`config.mk`:
```
export PLATFORM = sky130hd
export DESIGN_NAME = lzw_string_regs
export DESIGN_NICKNAME = d
export VERILOG_FILES = /design/src/rtl/lzw_string_regs.sv
export SDC_FILE = /design/constraint.sdc
export NUM_CORES = 1
export LEC_CHECK = 0
export ABC_AREA = 1
export BUFFER_PORTS_ARGS = -buffer_cell sky130_fd_sc_hd__buf_2
export CAP_MARGIN = 5
export CORE_ASPECT_RATIO = 1.4
export CORE_MARGIN = 2
export CORE_UTILIZATION = 40
export DETAILED_ROUTE_END_ITERATION = 10
export PLACE_DENSITY = 0.69
export SLEW_MARGIN = 20
export SYNTH_ARGS = -nofsm -noshare
export SYNTH_HDL_FRONTEND = slang
export SYNTH_SLANG_ARGS = --single-unit
```
`constraint.sdc`:
```
create_clock -name Clock -period 2.2 [get_ports Clock]
set_input_delay 0.11 -clock Clock [delete_from_list [all_inputs] [get_ports Clock]]
set_output_delay 0.11 -clock Clock [all_outputs]
set_load 0.05 [all_outputs]
```
`src/rtl/lzw_string_regs.sv`:
```
// LZW working-string, code and pointer registers with a dictionary entry writer.
// The live string, next free code and dictionary pointers are updated by single
// cycle commands. On WrStart the writer snapshots the string, its size and the
// code, then streams a header word and the packed character words to RAM over
// a valid/ready handshake before advancing InsertPointer past the new entry.
// Optional build macro: LZW_OVF_DETECT_EN enables the sticky StrOverflow flag.
module lzw_string_regs #(
  parameter int unsigned CHAR_W    = 8,
  parameter int unsigned MAX_CHARS = 15,
  parameter int unsigned CODE_W    = 12,
  parameter int unsigned ADDR_W    = 18,
  parameter int unsigned RAM_W     = 16
) (
  input  logic                               Clock,
  input  logic                               Reset_n,
  input  logic [CHAR_W-1:0]                  CharIn,
  input  logic                               StrClear,
  input  logic                               StrLoad,
  input  logic                               StrAppend,
  input  logic                               StrDrop,
  output logic [MAX_CHARS*CHAR_W-1:0]        String,
  output logic [$clog2(MAX_CHARS+1)-1:0]     StringSize,
  output logic                               StrFull,
  output logic                               StrOverflow,
  input  logic                               CodeClear,
  input  logic                               CodeIncrement,
  output logic [CODE_W-1:0]                  Code,
  output logic                               CodeFull,
  input  logic [ADDR_W-1:0]                  PtrInit,
  input  logic                               PtrLoad,
  input  logic                               PtrInc,
  input  logic                               PtrJump,
  input  logic                               SetJump,
  input  logic                               InsLoad,
  input  logic [RAM_W-1:0]                   HdrIn,
  output logic [ADDR_W-1:0]                  DicPointer,
  output logic [ADDR_W-1:0]                  JumpAddress,
  output logic [ADDR_W-1:0]                  InsertPointer,
  input  logic                               WrStart,
  output logic [ADDR_W-1:0]                  RamAddr,
  output logic [RAM_W-1:0]                   RamData,
  output logic                               RamValid,
  input  logic                               RamReady,
  output logic                               WrBusy,
  output logic                               WrDone
);

  localparam int unsigned SIZE_W = $clog2(MAX_CHARS + 1);
  localparam int unsigned CPW    = RAM_W / CHAR_W;
  localparam int unsigned STR_W  = MAX_CHARS * CHAR_W;
  localparam int unsigned NWORDS = (MAX_CHARS + CPW - 1) / CPW;
  localparam int unsigned SNAP_W = NWORDS * RAM_W;
  localparam int unsigned WIDX_W = (NWORDS > 1) ? $clog2(NWORDS) : 1;
  localparam int unsigned WCNT_W = $clog2(NWORDS + 1);

  // Parameter sanity: characters must tile a RAM word and the header must fit
  if ((RAM_W % CHAR_W) != 0) begin : gChkCharW
    $error("lzw_string_regs: RAM_W must be a multiple of CHAR_W");
  end
  if ((SIZE_W + CODE_W) > RAM_W) begin : gChkHdr
    $error("lzw_string_regs: SIZE_W + CODE_W exceeds RAM_W");
  end

  typedef enum logic [1:0] {IDLE, HDR, DATA, DONE} wrState_t;

  // Number of RAM words needed to hold sz characters
  function automatic logic [WCNT_W-1:0] wordsOf(input logic [SIZE_W-1:0] sz);
    return WCNT_W'((32'(sz) + CPW - 1) / CPW);
  endfunction

  logic [STR_W-1:0]  strNext;
  logic [SIZE_W-1:0] sizeNext;
  logic [CODE_W-1:0] codeNext;
  logic [SIZE_W-1:0] hdrSize;
  logic [ADDR_W-1:0] hdrWords;
  logic              unusedHdr;

  wrState_t          state;
  wrState_t          stateNext;
  logic [SNAP_W-1:0] snapStr;
  logic [WCNT_W-1:0] snapWords;
  logic [ADDR_W-1:0] base;
  logic [WIDX_W-1:0] wordIdx;
  logic [WIDX_W-1:0] wordIdxNext;
  logic [WIDX_W-1:0] selIdx;
  logic [RAM_W-1:0]  selWord;
  logic              snapLoad;
  logic              ramValidNext;
  logic [ADDR_W-1:0] ramAddrNext;
  logic [RAM_W-1:0]  ramDataNext;
  logic              wrDoneNext;

  // Next live string: clear > load > append > drop; chars above size stay zero
  always_comb begin
    strNext  = String;
    sizeNext = StringSize;
    if (StrClear) begin
      strNext  = '0;
      sizeNext = '0;
    end else if (StrLoad) begin
      strNext             = '0;
      strNext[0+:CHAR_W]  = CharIn;
      sizeNext            = SIZE_W'(1);
    end else if (StrAppend) begin
      if (!StrFull) begin
        for (int i = 0; i < int'(MAX_CHARS); i++) begin
          if (StringSize == SIZE_W'(i)) strNext[i*CHAR_W +: CHAR_W] = CharIn;
        end
        sizeNext = StringSize + SIZE_W'(1);
      end
    end else if (StrDrop) begin
      if (StringSize != '0) begin
        for (int i = 0; i < int'(MAX_CHARS); i++) begin
          if (StringSize == SIZE_W'(i + 1)) strNext[i*CHAR_W +: CHAR_W] = '0;
        end
        sizeNext = StringSize - SIZE_W'(1);
      end
    end
  end

  // Live string registers with registered full flag
  always_ff @(posedge Clock or negedge Reset_n) begin
    if (!Reset_n) begin
      String     <= '0;
      StringSize <= '0;
      StrFull    <= 1'b0;
    end else begin
      String     <= strNext;
      StringSize <= sizeNext;
      StrFull    <= (sizeNext == SIZE_W'(MAX_CHARS));
    end
  end

`ifdef LZW_OVF_DETECT_EN
  // Sticky overflow: set by an effective append at full, cleared by StrClear
  always_ff @(posedge Clock or negedge Reset_n) begin
    if (!Reset_n) begin
      StrOverflow <= 1'b0;
    end else if (StrClear) begin
      StrOverflow <= 1'b0;
    end else if (!StrLoad && StrAppend && StrFull) begin
      StrOverflow <= 1'b1;
    end
  end
`else
  assign StrOverflow = 1'b0;
`endif

  // Next free code: clear > increment, saturating at all ones
  always_comb begin
    codeNext = Code;
    if (CodeClear) begin
      codeNext = '0;
    end else if (CodeIncrement && !CodeFull) begin
      codeNext = Code + CODE_W'(1);
    end
  end

  // Code register with registered saturation flag
  always_ff @(posedge Clock or negedge Reset_n) begin
    if (!Reset_n) begin
      Code     <= '0;
      CodeFull <= 1'b0;
    end else begin
      Code     <= codeNext;
      CodeFull <= &codeNext;
    end
  end

  // Size field of the header word under DicPointer, rounded up to whole words
  assign hdrSize   = HdrIn[CODE_W +: SIZE_W];
  assign hdrWords  = ADDR_W'((32'(hdrSize) + CPW - 1) / CPW);
  assign unusedHdr = ^HdrIn;

  // Dictionary walk pointer and precomputed jump past the current entry
  always_ff @(posedge Clock or negedge Reset_n) begin
    if (!Reset_n) begin
      DicPointer  <= '0;
      JumpAddress <= '0;
    end else begin
      if (PtrLoad) begin
        DicPointer <= PtrInit;
      end else if (PtrInc) begin
        DicPointer <= DicPointer + ADDR_W'(1);
      end else if (PtrJump) begin
        DicPointer <= JumpAddress;
      end
      if (SetJump) begin
        JumpAddress <= DicPointer + ADDR_W'(1) + hdrWords;
      end
    end
  end

  // Insert pointer: advanced past a finished entry, else loadable while idle
  always_ff @(posedge Clock or negedge Reset_n) begin
    if (!Reset_n) begin
      InsertPointer <= '0;
    end else if (state == DONE) begin
      InsertPointer <= base + ADDR_W'(1) + ADDR_W'(snapWords);
    end else if (InsLoad && !WrBusy) begin
      InsertPointer <= DicPointer;
    end
  end

  // Select the snapshot word the writer presents next
  always_comb begin
    selIdx  = (state == HDR) ? '0 : wordIdx + WIDX_W'(1);
    selWord = '0;
    for (int k = 0; k < int'(NWORDS); k++) begin
      if (selIdx == WIDX_W'(k)) selWord = snapStr[k*RAM_W +: RAM_W];
    end
  end

  // Writer next-state and next-output logic
  always_comb begin
    stateNext    = state;
    ramValidNext = RamValid;
    ramAddrNext  = RamAddr;
    ramDataNext  = RamData;
    wrDoneNext   = 1'b0;
    wordIdxNext  = wordIdx;
    snapLoad     = 1'b0;
    unique case (state)
      IDLE: begin
        if (WrStart) begin
          snapLoad     = 1'b1;
          stateNext    = HDR;
          ramValidNext = 1'b1;
          ramAddrNext  = InsertPointer;
          ramDataNext  = RAM_W'({StringSize, Code});
        end
      end
      HDR: begin
        if (RamReady) begin
          if (snapWords == '0) begin
            stateNext    = DONE;
            ramValidNext = 1'b0;
            wrDoneNext   = 1'b1;
          end else begin
            stateNext   = DATA;
            ramAddrNext = base + ADDR_W'(1);
            ramDataNext = selWord;
            wordIdxNext = '0;
          end
        end
      end
      DATA: begin
        if (RamReady) begin
          if ((WCNT_W'(wordIdx) + WCNT_W'(1)) == snapWords) begin
            stateNext    = DONE;
            ramValidNext = 1'b0;
            wrDoneNext   = 1'b1;
          end else begin
            wordIdxNext = wordIdx + WIDX_W'(1);
            ramAddrNext = RamAddr + ADDR_W'(1);
            ramDataNext = selWord;
          end
        end
      end
      DONE: begin
        stateNext = IDLE;
      end
      default: begin
        stateNext = IDLE;
      end
    endcase
  end

  // Writer state register
  always_ff @(posedge Clock or negedge Reset_n) begin
    if (!Reset_n) begin
      state <= IDLE;
    end else begin
      state <= stateNext;
    end
  end

  // Writer snapshot and registered RAM-side outputs
  always_ff @(posedge Clock or negedge Reset_n) begin
    if (!Reset_n) begin
      snapStr   <= '0;
      snapWords <= '0;
      base      <= '0;
      wordIdx   <= '0;
      RamValid  <= 1'b0;
      RamAddr   <= '0;
      RamData   <= '0;
      WrBusy    <= 1'b0;
      WrDone    <= 1'b0;
    end else begin
      if (snapLoad) begin
        snapStr   <= SNAP_W'(String);
        snapWords <= wordsOf(StringSize);
        base      <= InsertPointer;
      end
      wordIdx  <= wordIdxNext;
      RamValid <= ramValidNext;
      RamAddr  <= ramAddrNext;
      RamData  <= ramDataNext;
      WrBusy   <= (stateNext != IDLE);
      WrDone   <= wrDoneNext;
    end
  end

endmodule

```
# [Word-level counts from Yosys, hierarchy flattened]
# Cells that the tools add are included.
[totals] output_inout_bits=230 ramBits=0 reg_bits=376 word_cells=240 memories=0 rom_bits=0 in_bits=57 latchBits=0
[op_classes] n_eq_ne=50 add_sub_neg=14 bitwise_logic=0 div_mod_pow=0 muxes=94 shift=0 n_reduce_logical=50 n_lt_le_gt_ge=0 mul=0
[ops] op="$mux 120" count=6
[ops] op="$mux 8" count=30
[ops] op="$mux 16" count=13
[ops] op="$mux 18" count=10
[ops] op="$reduce_and 5->1" count=16
[ops] op="$reduce_bool 4->1" count=18
[ops] op="$ne 4x3->1 const B" count=15
[ops] op="$add 18x1->18 const B" count=3
[ops] op="$pmux 18 s3" count=1
[ops] op="$pmux 16 s3" count=1
[ops] op="$eq 4x4->1 const B" count=9
[ops] op="$mux 12" count=2
[ops] op="$mux 4" count=6
[ops] op="$add 18x18->18" count=1
[ops] op="$add 18x4->18" count=1
[ops] op="$eq 4x3->1 const B" count=4
[ops] op="$mux 3" count=5
[ops] op="$add 12x1->12 const B" count=1
[ops] op="$eq 3x3->1 const B" count=4
[ops] op="$mux 1" count=12
[ops] op="$ne 2x2->1 const B" count=6
[ops] op="$reduce_and 12->1" count=1
[ops] op="$reduce_and 6->1" count=2
[ops] op="$add 4x2->5 const B" count=2
[ops] op="other kinds (27)" count=39

# [Longest topological paths before layout]
[depth] word_depth=14 mapped_depth=17 ltp_nobuf=17

# [Worst setup path after synthesis]
# Ideal clock, no wire load.
[synth_path] path_type="flip-flop to flip-flop" start="register DicPointer[0]" end="register JumpAddress[17]" path_stages_with_launch=17 arrival_ns=2.570 n_path_buf=0 setup_time_ns=0.118 period_less_slack_ns=2.687 setup_slack_ns=-0.487 required_time_ns=2.082 path_cell_list="dfrtp_1 ha_1 nand2_1 inv_1 nor2_1 ha_1 nand3_1 nand2_1 nand2_1 nand2_1 nand2_1 nor3_4 nand2_1 nor3_2 nand3_1 nand3_1 nand2_1"
[synth_between] elab_chain_cells=2
[synth_lines] item="start: declaration" line="36" source="output logic [ADDR_W-1:0] DicPointer,"
[synth_lines] item="start signal: assignment" line="182" source="DicPointer <= PtrInit;"
[synth_lines] item="start signal: assignment" line="184" source="DicPointer <= DicPointer + ADDR_W'(1);"
[synth_lines] item="start signal: assignment" line="186" source="DicPointer <= JumpAddress;"
[synth_lines] item="$add 18x1->18" line="189" source="JumpAddress <= DicPointer + ADDR_W'(1) + hdrWords;"
[synth_lines] item="$add 18x18->18" line="189"
[synth_lines] item="end signal: assignment" line="189"
[synth_lines] item="end: declaration" line="37" source="output logic [ADDR_W-1:0] JumpAddress,"
# Every way passes these cells.
# A chain may end at the register's enable or synchronous reset.

# [Worst setup path after layout]
[layout_path] start="register wordIdx[0]" end="register RamData[10]"
[layout_between] elab_chain_cells=14 word_cells_on_any_way=27 cone_classes="add/sub (2); eq/ne (9); mux (14); reduce/logical (2)"
[layout_lines] item="start: declaration" line="83" source="logic [WIDX_W-1:0] wordIdx;"
[layout_lines] item="start signal: assignment" line="296" source="wordIdx <= wordIdxNext;"
[layout_lines] item="$add 3x1->3" line="207" source="selIdx = (state == HDR) ? '0 : wordIdx + WIDX_W'(1);"
[layout_lines] item="$mux 3" line="207"
[layout_lines] item="$logic_not 3->1" line="210" source="if (selIdx == WIDX_W'(k)) selWord = snapStr[k*RAM_W +: RAM_W];"
[layout_lines] item="$mux 16 (8 in series)" line="210"
[layout_lines] item="$mux 16, on equally long branches" line="249, 235"
[layout_lines] item="$mux 16, on equally long branches" line="248, 234"
[layout_lines] item="$pmux 16 s3" line="223" source="unique case (state)"
[layout_lines] item="end signal: assignment" line="299" source="RamData <= ramDataNext;"
[layout_lines] item="end: declaration" line="41" source="output logic [RAM_W-1:0] RamData,"
# Parallel ways exist; a longest one is shown, timed or not. The select of a mux whose other input is x is not followed.

==> impl_results.md <==
- Outcome: finished, violations left
- Failing checks: setup timing
- Share of flip-flops with an asynchronous set or reset: 100%
- Die height: 261 um
- WL final: between 60000 and 70000 um
- Leak Pwr: about 12 nW
- Fin cells: around 3300
- Fmax: between 0.4 and 0.5 GHz
- Power per cell area: ~1300 mW/mm^2
- CP top delay family: compound AO/OA/AOI/OAI gates
- Vias in the first global route: between 15000 and 20000
- Critical Path Start Type: flop
- Cell variety after synth: 55
- Core Region: 0.0468 sq mm
- Initial antenna violation count: 3
- Place WS: -299 ps
- Drt drc: 0
- Clock Root Buffer: clkbuf_16
- Flop pwr share: around 30%
- Largest net degree at the start of global routing: 70
- DP HPWL: 46800 um
- Worst Path Arrival: 2850 ps
- CTS tree: yes
- Final core utilization: about 54%
- Grt ovf: 0
- Skew final: ~16 ps
- Int Power: about 18 mW
- Final setup margin: -175 ps
- Cells after Synth: between 2000 and 2500
- Share of layout cells above drive strength 1: 33.3%
- Element type at the critical path end: flop
- Top-count cell post-synth: nand2_1
- Met3 Use GR: approximately 3.3%
- Ports: 287
- Slew Limit Fails: 0
- Critical path peak fanout: 8
- Met1 Usage GRT: 29.3%
- Net Switching: 14.4 mW
- Crit-path cells: ha_4 -> xnor2_4 -> buf_4 -> inv_2 -> nand2_2 -> nand2_2 -> buf_6 -> o211ai_1 -> a211oi_2 -> nand2_1 -> nand2_2 -> a21boi_1
- Die width: 187 um
- Register area share after synthesis: 50.0%
- Synth warn: 0
- Via count: approximately 18000
- Tot GR Track Use: approximately a quarter
- Placed cells: approximately 3200
- Antenna Violating Nets Remaining: 0
- HP Class: primary input to flop
- Final Hold Vio Count: 0
- Final setup violation count: 25
- Most used cell, CP: nand2_2
- Mapped Area: roughly 0.019 sq mm
- Met2 usage in global routing: a little under half
- Gpl congestion: 0.965
- Max-cap violation count: 0
- Synth area leaders: dfrtp_1 50%, nand2_1 10%, o21ai_0 6.6%
- Die area: just under 0.05 sq mm
- Top Usage Layer GRT: met2
- Layout area overhead: 34.4%
- TritonCTS Sinks: about 380
- Simple-gate area share of the yosys netlist: 20.7%
- Commonest cells post-synth: 509 x nand2_1, 376 x dfrtp_1, 247 x o21ai_0
- Fraction of power consumed by combinational cells: 48.7%
- Share of the synthesized area in the top cell type: approximately 50%
- Final period util: 108%
- Multiplexer area fraction after synthesis: under 10%
- Routed length per instance: 19.7 um
- Clock buffer depth: 3
- Worst rel slew slack: between 40% and 50%
- Synthesized area per cell: 8.49 sq um
- Clock slew at reported path FFs: 60 ps
- Synth Area in Compound Gates: ~14%
- Initial Util: between 40% and 50%
- Area leader, netlist: dfrtp_1
- Worst skew pair latency: around 550 ps
- Row count: 94
- Syn Nets: between 2000 and 2500
- Xor/xnor cell area share of the yosys netlist: between 1.5 and 2%
- Global-route wire length before repair: slightly below 100000 um
- Peak supply drop: 0.000795 V
- IO Port Bufs: around 270
- Crit Path Category: flop to flop
- Via/cell ratio: 5.35
- Slowest CP cell: o211ai_1
- Clk pwr share: a little over a fifth
- Post-synth EDFFs: 0
- Slew @ Worst Pin: 818 ps
- Synth Flop Type: dfrtp_1
- Minimum clock period: ~2400 ps
- Adder-cell share of the synthesized area: 1.87%
- Drt pass-1 iters: 6
- Seq cells post-synth: 376
- Main combinational cell family by area after synthesis: simple AND/OR/NAND/NOR gates
- CP peak stage delay: 490 ps
- Initial DRC count: 1199
- Req. time, crit path: roughly 2700 ps
- Inserted Clock Buffers: 40
- Net Sw Frac: between 40% and 50%
- Final nets: between 2000 and 3000
- RSZ-0062 raised after global routing: yes
- H-tree levels: 2
- Buf/Inv on CP: 3
-- layout by cell type, fill, tap and decap left out, drive strengths merged, types with 5 or more instances in the layout --
cell / count
or2: 17
clkbuf: 62
nand2: 517
o21ai: 269
o221ai: 24
nand3: 116
nor2: 184
o211ai: 20
a211oi: 10
nor3: 39
a21oi: 110
o22ai: 7
a31oi: 5
clkinv: 10
mux2: 78
xor2: 30
dlygate4sd3: 36
ha: 25
inv: 227
xnor2: 8
nand4: 31
buf: 471
a21boi: 9
dfrtp: 376
o311ai: 8
-- worst min-delay path, cell delays in order --
cell and delay (ps):
buf_2 230, nand2_1 100, o221ai_1 100
-- final timing paths --
check                           start              to  slack (ps)  cells after the start
setup / recovery           wordIdx[0]     RamData[10]        -180                     12
hold / removal                PtrLoad  DicPointer[10]          50                      3
setup reg to reg           wordIdx[0]     RamData[10]        -180                     12
hold reg to reg            RamData[1]      RamData[1]         480                      2
min in group asynchronous     Reset_n      String[38]          70                      2
max in group asynchronous     Reset_n      String[48]        1300                      3
-- kinds of logic (layout without fill, tap and decap cells) --
kind of cell	count (synthesis)	in the layout
adder cells (fa/ha/maj)	27	27
AND/OR/NAND/NOR	909	910
multiplexers	78	78
buffers and inverters	323	811
AO/OA/AOI/OAI	468	469
other	1	3
XOR/XNOR	38	38
flip-flops	376	376
-- timing repair --
| item | in CTS | in global routing |
|---|---|---|
| pin swaps | 45 | 90 |
| hold buffers | 36 | 0 |
| buffers inserted | 17 | 29 |
| resized for setup | 84 | 231 |
| hold endpoints to repair | 371 | 0 |
| gates cloned | 1 | 8 |
| endpoints found under the setup margin | 46 | 151 |
-- per-stage QoR --
stage	total power, mW	cell area (sq um)	setup TNS (ps)	hold slack, ps
2_1_floorplan	18.0	18900	-452	-186
3_3_place_gp	22.6	21900	-1500	78.6
3_5_place_dp	22.8	21900	-3320	74.9
4_1_cts	30.5	24100	-1350	17.0
5_1_grt	34.1	25300	-5690	42.9
6_report	32.5	25300	-1430	54.9
-- cell type report --
cell class | count | area [sq um]
clock inverters | 14 | 141
inverters | 227 | 881
flip-flops and latches | 376 | 9430
clock buffers | 59 | 1170
fillers | 4274 | 21500
repair inverters | 1 | 7.51
repair buffers | 510 | 3570
diodes | 2 | 5.00
multi-input cells | 1523 | 9340
well taps | 624 | 781
-- sequential cells by signal, indices dropped and copies added (netlist names), 2 cells and up --
register,flops
state,2
String,120
DicPointer,18
Code,12
snapWords,4
RamAddr,18
base,18
wordIdx,3
InsertPointer,18
RamData,16
JumpAddress,18
StringSize,4
snapStr,120
-- per-layer routing --
layer | part of all wire (%) | vias to the layer above
met5 | 0.036 | -
met4 | 5.8 | 4
met3 | 5.2 | 190
met2 | 52 | 703
met1 | 37 | 8683
li1 | - | 8279
-- power by group through the flow --
stage / Combinational (mW) / Sequential (mW) / Clock (mW)
after floorplan: 6.11 / 11.9 / 0
after global placement: 12.7 / 9.85 / 0
after detailed placement: 12.9 / 9.89 / 0
after CTS: 13.8 / 9.81 / 6.88
after global routing: 16.9 / 10.0 / 7.13
final: 15.8 / 9.90 / 6.79
(Power assumes the default switching activity.)
